**config.mk**
```make
export PLATFORM = sky130hd
export DESIGN_NAME = store_buffer
export DESIGN_NICKNAME = d
export VERILOG_FILES = /design/src/rtl/store_buffer.sv
export SDC_FILE = /design/constraint.sdc
export NUM_CORES = 2
export LEC_CHECK = 0
export BUFFER_PORTS_ARGS = -buffer_cell sky130_fd_sc_hd__buf_2
export CAP_MARGIN = 40
export CORE_ASPECT_RATIO = 0.8
export CORE_UTILIZATION = 57
export CTS_BUF_LIST = sky130_fd_sc_hd__clkbuf_8
export DETAILED_ROUTE_END_ITERATION = 8
export PLACE_DENSITY = 0.77
export SLEW_MARGIN = 10
export SYNTH_ARGS = -nofsm -noshare
export SYNTH_HDL_FRONTEND = slang
export SYNTH_SLANG_ARGS = --single-unit
```
**constraint.sdc**
```tcl
create_clock -name clock -period 17.3 [get_ports clock]
set_input_delay 1.73 -clock clock [delete_from_list [all_inputs] [get_ports clock]]
set_output_delay 1.73 -clock clock [all_outputs]
set_load 0.02 [all_outputs]
```
**src/rtl/store_buffer.sv**
```systemverilog
// store_buffer: circular store FIFO; retired stores drain in order to the tbus arbiter
// Ports: clock/reset_n (async active-low); enq_* store from memory stage;
//        commit_valid retires the oldest uncommitted store; flush_* discards younger uncommitted stores;
//        sb2arb_tbus_* write request/handshake toward the arbiter; fwd_* load forwarding; sb_empty.
// Build option: define STORE_BUFFER_FWD_EN for store-to-load forwarding (fwd_* tie to 0 otherwise).
`ifndef ROB_SIZE_LOG
`define ROB_SIZE_LOG 6
`endif
`ifndef TBUS_OPTYPE_RANGE
`define TBUS_OPTYPE_RANGE 1:0
`endif
`ifndef TBUS_OP_WRITE
`define TBUS_OP_WRITE 2'b01
`endif

module store_buffer #(
    parameter int SB_DEPTH = 8
) (
    input  logic                      clock,
    input  logic                      reset_n,
    input  logic                      enq_valid,
    output logic                      enq_ready,
    input  logic [63:0]               enq_addr,
    input  logic [63:0]               enq_data,
    input  logic [63:0]               enq_mask,
    input  logic                      enq_robidx_flag,
    input  logic [`ROB_SIZE_LOG-1:0]  enq_robidx,
    input  logic                      commit_valid,
    input  logic                      flush_valid,
    input  logic                      flush_robidx_flag,
    input  logic [`ROB_SIZE_LOG-1:0]  flush_robidx,
    output logic                      sb2arb_tbus_index_valid,
    input  logic                      sb2arb_tbus_index_ready,
    output logic [63:0]               sb2arb_tbus_index,
    output logic [63:0]               sb2arb_tbus_write_data,
    output logic [63:0]               sb2arb_tbus_write_mask,
    input  logic                      sb2arb_tbus_operation_done,
    output logic [`TBUS_OPTYPE_RANGE] sb2arb_tbus_operation_type,
    input  logic [63:0]               fwd_addr,
    output logic                      fwd_hit,
    output logic [63:0]               fwd_data,
    output logic [63:0]               fwd_mask,
    output logic                      sb_empty
);
    localparam int IW = $clog2(SB_DEPTH);
    localparam int PW = IW + 1;
    typedef enum logic [1:0] {IDLE, REQ, WAIT} state_t;
    state_t state;
    logic [PW-1:0] head, cmt, tail, cmt_nx, pend, tail_flush;
    logic [63:0] addr_q [SB_DEPTH];
    logic [63:0] data_q [SB_DEPTH];
    logic [63:0] mask_q [SB_DEPTH];
    logic flag_q [SB_DEPTH];
    logic [`ROB_SIZE_LOG-1:0] rob_q [SB_DEPTH];
    logic do_enq;

    // head..cmt are committed, cmt..tail are speculative
    assign enq_ready = !((head[IW] != tail[IW]) && (head[IW-1:0] == tail[IW-1:0]));
    assign sb_empty = head == tail;
    assign do_enq = enq_valid && enq_ready && !flush_valid;
    assign cmt_nx = cmt + PW'(commit_valid && cmt != tail);
    assign pend = tail - cmt_nx;
    assign sb2arb_tbus_operation_type = `TBUS_OP_WRITE;

    function automatic logic younger(input logic [IW-1:0] i);
        return (flush_robidx_flag ^ flag_q[i]) ^ (flush_robidx < rob_q[i]);
    endfunction

    // Commit is applied first, so only entries past the advanced commit pointer may be discarded;
    // scanning downward leaves the oldest discarded slot as the new tail.
    always_comb begin
        tail_flush = tail;
        for (int i = SB_DEPTH - 1; i >= 0; i--)
            if (PW'(i) < pend && younger(cmt_nx[IW-1:0] + IW'(i)))
                tail_flush = cmt_nx + PW'(i);
    end

    always_ff @(posedge clock)
        if (do_enq) begin
            addr_q[tail[IW-1:0]] <= enq_addr;
            data_q[tail[IW-1:0]] <= enq_data;
            mask_q[tail[IW-1:0]] <= enq_mask;
            flag_q[tail[IW-1:0]] <= enq_robidx_flag;
            rob_q[tail[IW-1:0]] <= enq_robidx;
        end

    always_ff @(posedge clock or negedge reset_n)
        if (!reset_n) begin
            head <= '0;
            cmt <= '0;
            tail <= '0;
            state <= IDLE;
            sb2arb_tbus_index_valid <= 1'b0;
            sb2arb_tbus_index <= '0;
            sb2arb_tbus_write_data <= '0;
            sb2arb_tbus_write_mask <= '0;
        end else begin
            cmt <= cmt_nx;
            tail <= flush_valid ? tail_flush : tail + PW'(do_enq);
            case (state)
                IDLE: if (head != cmt) begin
                    state <= REQ;
                    sb2arb_tbus_index_valid <= 1'b1;
                    sb2arb_tbus_index <= addr_q[head[IW-1:0]];
                    sb2arb_tbus_write_data <= data_q[head[IW-1:0]];
                    sb2arb_tbus_write_mask <= mask_q[head[IW-1:0]];
                end
                REQ: if (sb2arb_tbus_index_ready) begin
                    state <= WAIT;
                    sb2arb_tbus_index_valid <= 1'b0;
                end
                WAIT: if (sb2arb_tbus_operation_done) begin
                    state <= IDLE;
                    head <= head + PW'(1);
                end
                default: state <= IDLE;
            endcase
        end

`ifdef STORE_BUFFER_FWD_EN
    logic [PW-1:0] count;
    logic [IW-1:0] k;
    logic unused_fwd;
    assign count = tail - head;
    assign unused_fwd = ^fwd_addr[2:0];
    // oldest to youngest, so younger stores overwrite the lanes they cover
    always_comb begin
        fwd_data = '0;
        fwd_mask = '0;
        k = '0;
        for (int i = 0; i < SB_DEPTH; i++) begin
            k = head[IW-1:0] + IW'(i);
            if (PW'(i) < count && addr_q[k][63:3] == fwd_addr[63:3]) begin
                fwd_data = (fwd_data & ~mask_q[k]) | (data_q[k] & mask_q[k]);
                fwd_mask = fwd_mask | mask_q[k];
            end
        end
    end
    assign fwd_hit = |fwd_mask;
`else
    logic unused_fwd;
    assign unused_fwd = ^fwd_addr;
    assign fwd_hit = 1'b0;
    assign fwd_data = '0;
    assign fwd_mask = '0;
`endif
endmodule
```
==> summary.md <==
| Metric | Value |
|---|---|
| Die height | 318 um |
| Overflow after GRT | 0 |
| # resized after CTS | 0 |
| Sink Count | 1799 |
| Final HPWL DP | 87300 um |
| Pwr Density | 181 nW/um^2 |
| Net Sw Frac | 34.9% |
| Post-synth top area cell | edfxtp_1 |
| Clock power frac | 22.7% |
| Async S/R FF share, synth | 11.5% |
| Number of flops mapped to enable cells by yosys | 1592 |
| Status | finished with violations |
| Initial Utilization | 57.7% |
| CP arrival | 7180 ps |
| CP most frequent cell | ha_1 |
| Slowest-stage cell, CP | ha_1 |
| Finished Cell Area | 80800 um^2 |
| Top post-synthesis cells by area | edfxtp_1, mux4_2, dfrtp_1 |
| Drt via density | 5.89 |
| Net Sw Power | 5100 uW |
| Total track usage | 24.3% |
| IO Port Bufs | 407 |
| Main synth FF type | edfxtp_1 |
| Max-slew violations | 0 |
| Post-CTS setup buffer count | 0 |
| Mux contribution to synthesized area | 17.4% |
| Synth top area share | 67.2% |
| Clock Tree Buf Depth | 4 |
| Post-synth cell types | 75 |
| Area delta synth->final | 13.6% |
| Minimum clock period after layout | 6340 ps |
| Kind of critical path | reg -> reg |
| TritonCTS clock tree | yes |
| Drt first-iter violations | 2935 |
| Max Fclk | 0.158 GHz |
| Failing checks | DRC |
| Top-level I/O count | 603 |
| Compound-Gate Fraction of Synth Area | 2.39% |
| Total routed wirelength | 151000 um |
| Int Pwr | 9500 uW |
| Critical Path, Cell by Cell | xor2_1 > o41a_1 > ha_4 > buf_4 > ha_1 > mux4_2 > mux2i_1 > ha_1 > a21oi_1 > o21ai_0 > o22ai_1 > xnor2_1 > o31ai_4 > o2111ai_4 > nor3_4 > a2111oi_1 > a221o_1 |
| Largest net degree at the start of global routing | 129 |
| Required time of the critical path | 18140 ps |
| Static Leakage | 0.0284 uW |
| Final setup vio count | 0 |
| Synth Area in Simple Gates | 1.69% |
| Area after DPL | 75500 um^2 |
| Seq pwr share | 38.0% |
| Mapped Cells | 3483 |
| Nets@finish | 4421 |
| Finished Core Util | 65.6% |
| Unrepaired setup endpoints after global routing | no |
| CORE AREA | 123000 um^2 |
| Min-delay worst type | reg -> reg |
| Die width | 397 um |
| CP max FO | 41 |
| Drt wl/cell | 25.3 um |
| Worst-Margin Slew | 993 ps |
| Root Driver | clkbuf_8 |
| WHS | 471 ps |
| RePlAce Congestion | 0.849 |
| CP peak stage delay | 780 ps |
| Inserted Clock Buffers | 285 |
| CTS clock-pin slew for the worst setup and hold paths | 60 ps |
| Synth Area in XOR/XNOR | 0.702% |
| Vias in the first global route | 36400 |
| Layout cell share with drive strength beyond 1 | 31.0% |
| Remaining antenna violation count after routing | 0 |
| Cts-stage hold buffer count | 0 |
| Largest family of logic cells by synthesized area | multiplexers |
| Worst-skew pair later-pin latency | 1020 ps |
| Clock H-tree levels | 5 |
| Comb power frac | 39.3% |
| Hold Fails Final Rpt | 0 |
| VDD IR max | 0.194 mV |
| Synth Cell Area | 71200 um^2 |
| Max_cap viols | 0 |
| Post-synthesis sequential area ratio | 74.5% |
| Worst slew margin | 33.8% |
| TNS Setup | 0 ps |
| Yosys warns | 0 |
| First-pass GRT wire length | 226000 um |
| Average instance area after synthesis | 20.4 um^2 |
| DRC errors left | 56 |
| Via count | 35100 |
| Yosys reg bits | 1799 |
| Initial antenna violation count | 41 |
| Final period util | 36.6% |
| Initial DRT Pass Iterations | 8 |
| Crit start category | flip-flop |
| Die area | 126000 um^2 |
| Endpoint class of the critical path | flip-flop |
| Setup clock skew after layout | 66.6 ps |
| Row Count | 115 |
| Synthesized-area fraction occupied by adder cells | 0.897% |
==> metrics by stage <==
stage	setup slack, ps	total power, uW	cells
6_report	10960	14600	5956
3_3_place_gp	10310	11100	5407
4_1_cts	10940	14700	5939
5_1_grt	10620	15400	5952
3_5_place_dp	10270	11400	5444
2_1_floorplan	669	9910	3612
==> cells in the mapped netlist (all sizes together) (6+ instances only) <==
cell / count
o211ai: 12
nor3: 7
o21ai: 210
clkbuf: 117
mux4: 440
xor2: 17
ha: 49
nand2b: 6
buf: 192
edfxtp: 1592
nand2: 220
inv: 11
dfrtp: 207
nor2: 32
mux2i: 247
a21oi: 14
nand3: 6
a21o: 10
xnor2: 22
==> cell usage in the layout, fill, tap and decap left out, drive strengths merged, types with 3 or more instances in the layout <==
| cell | instances |
|---|---|
| dfrtp | 207 |
| nand2 | 220 |
| edfxtp | 1592 |
| o21a | 3 |
| a21o | 10 |
| mux2i | 247 |
| xnor2 | 22 |
| xnor3 | 3 |
| o211ai | 12 |
| nand2b | 6 |
| nand3 | 6 |
| xor2 | 17 |
| diode | 15 |
| mux4 | 440 |
| a31oi | 3 |
| inv | 129 |
| o21ai | 210 |
| bufinv | 5 |
| conb | 131 |
| o31ai | 4 |
| a211oi | 4 |
| nor3 | 7 |
| clkbuf | 316 |
| clkinv | 47 |
| o22ai | 5 |
| a221o | 3 |
| nor2 | 32 |
| ha | 49 |
| buf | 505 |
| and2 | 3 |
| a21oi | 14 |
| clkinvlp | 9 |
| or3 | 3 |
| o2111ai | 3 |
==> worst paths after layout <==
check / start / to / slack [ps] / depth (start not counted)
min reg2reg: sb2arb_tbus_write_mask[3] / sb2arb_tbus_write_mask[3] / 470 / 2
max in group asynchronous: reset_n / sb2arb_tbus_index[36] / 14810 / 4
min: sb2arb_tbus_write_mask[3] / sb2arb_tbus_write_mask[3] / 470 / 2
max reg2reg: tail[2] / tail[3] / 10960 / 17
min in group asynchronous: reset_n / sb2arb_tbus_write_mask[14] / 750 / 1
max: tail[2] / tail[3] / 10960 / 17
==> worst max-delay path, delay by kind of cell (launching register included) <==
family | cells | cell delay, ps
xor gates and xnor gates | 2 | 450
buffers and inverters | 1 | 620
muxes | 2 | 630
DFF | 1 | 580
and+or+nand+nor | 1 | 370
AOI/OAI and AO/OA | 8 | 1970
adders and majority gates | 3 | 1580
==> per-layer routing <==
layer  vias up  wire length [um]  GRT usage (%)
li1      15200                 -              -
met4        46              3560           7.93
met5         -               295              0
met1     18300             58700           32.2
met2      1305             76300           39.5
met3       302             11800           6.28
==> power by group through the flow <==
stage / Clock, uW / Combinational (uW) / Sequential [uW]
finish: 3320 / 5730 / 5550
global route: 3580 / 6200 / 5600
CTS: 3390 / 5750 / 5550
detailed placement: 0 / 5730 / 5630
global placement: 0 / 5520 / 5630
floorplan: 0 / 3980 / 5930
==> flip-flops by register name, summed over array words and instances, names as in the netlist, 4 cells and up <==
register,cells
rob_q,48
sb2arb_tbus_index,64
flag_q,8
cmt,4
tail,4
sb2arb_tbus_write_data,64
mask_q,512
head,4
data_q,512
addr_q,512
sb2arb_tbus_write_mask,64
==> area by class of cell <==
cell class / instances / area (um^2)
flip-flops and latches: 1799 / 53000
fillers: 7945 / 42500
multi-input cells: 1493 / 17000
clock buffers: 316 / 4350
repair buffers: 505 / 3490
well taps: 1638 / 2050
clock inverters: 179 / 860
inverters: 11 / 43.8
diodes: 15 / 37.5
==> cells by family after synthesis <==
family | after synthesis
compound gates | 289
simple gates | 291
flops | 1799
xor+xnor | 42
fa+ha+maj | 51
buf+inv | 320
mux | 689
other cells | 2
No activity file was read; power rests on OpenSTA's default activity.
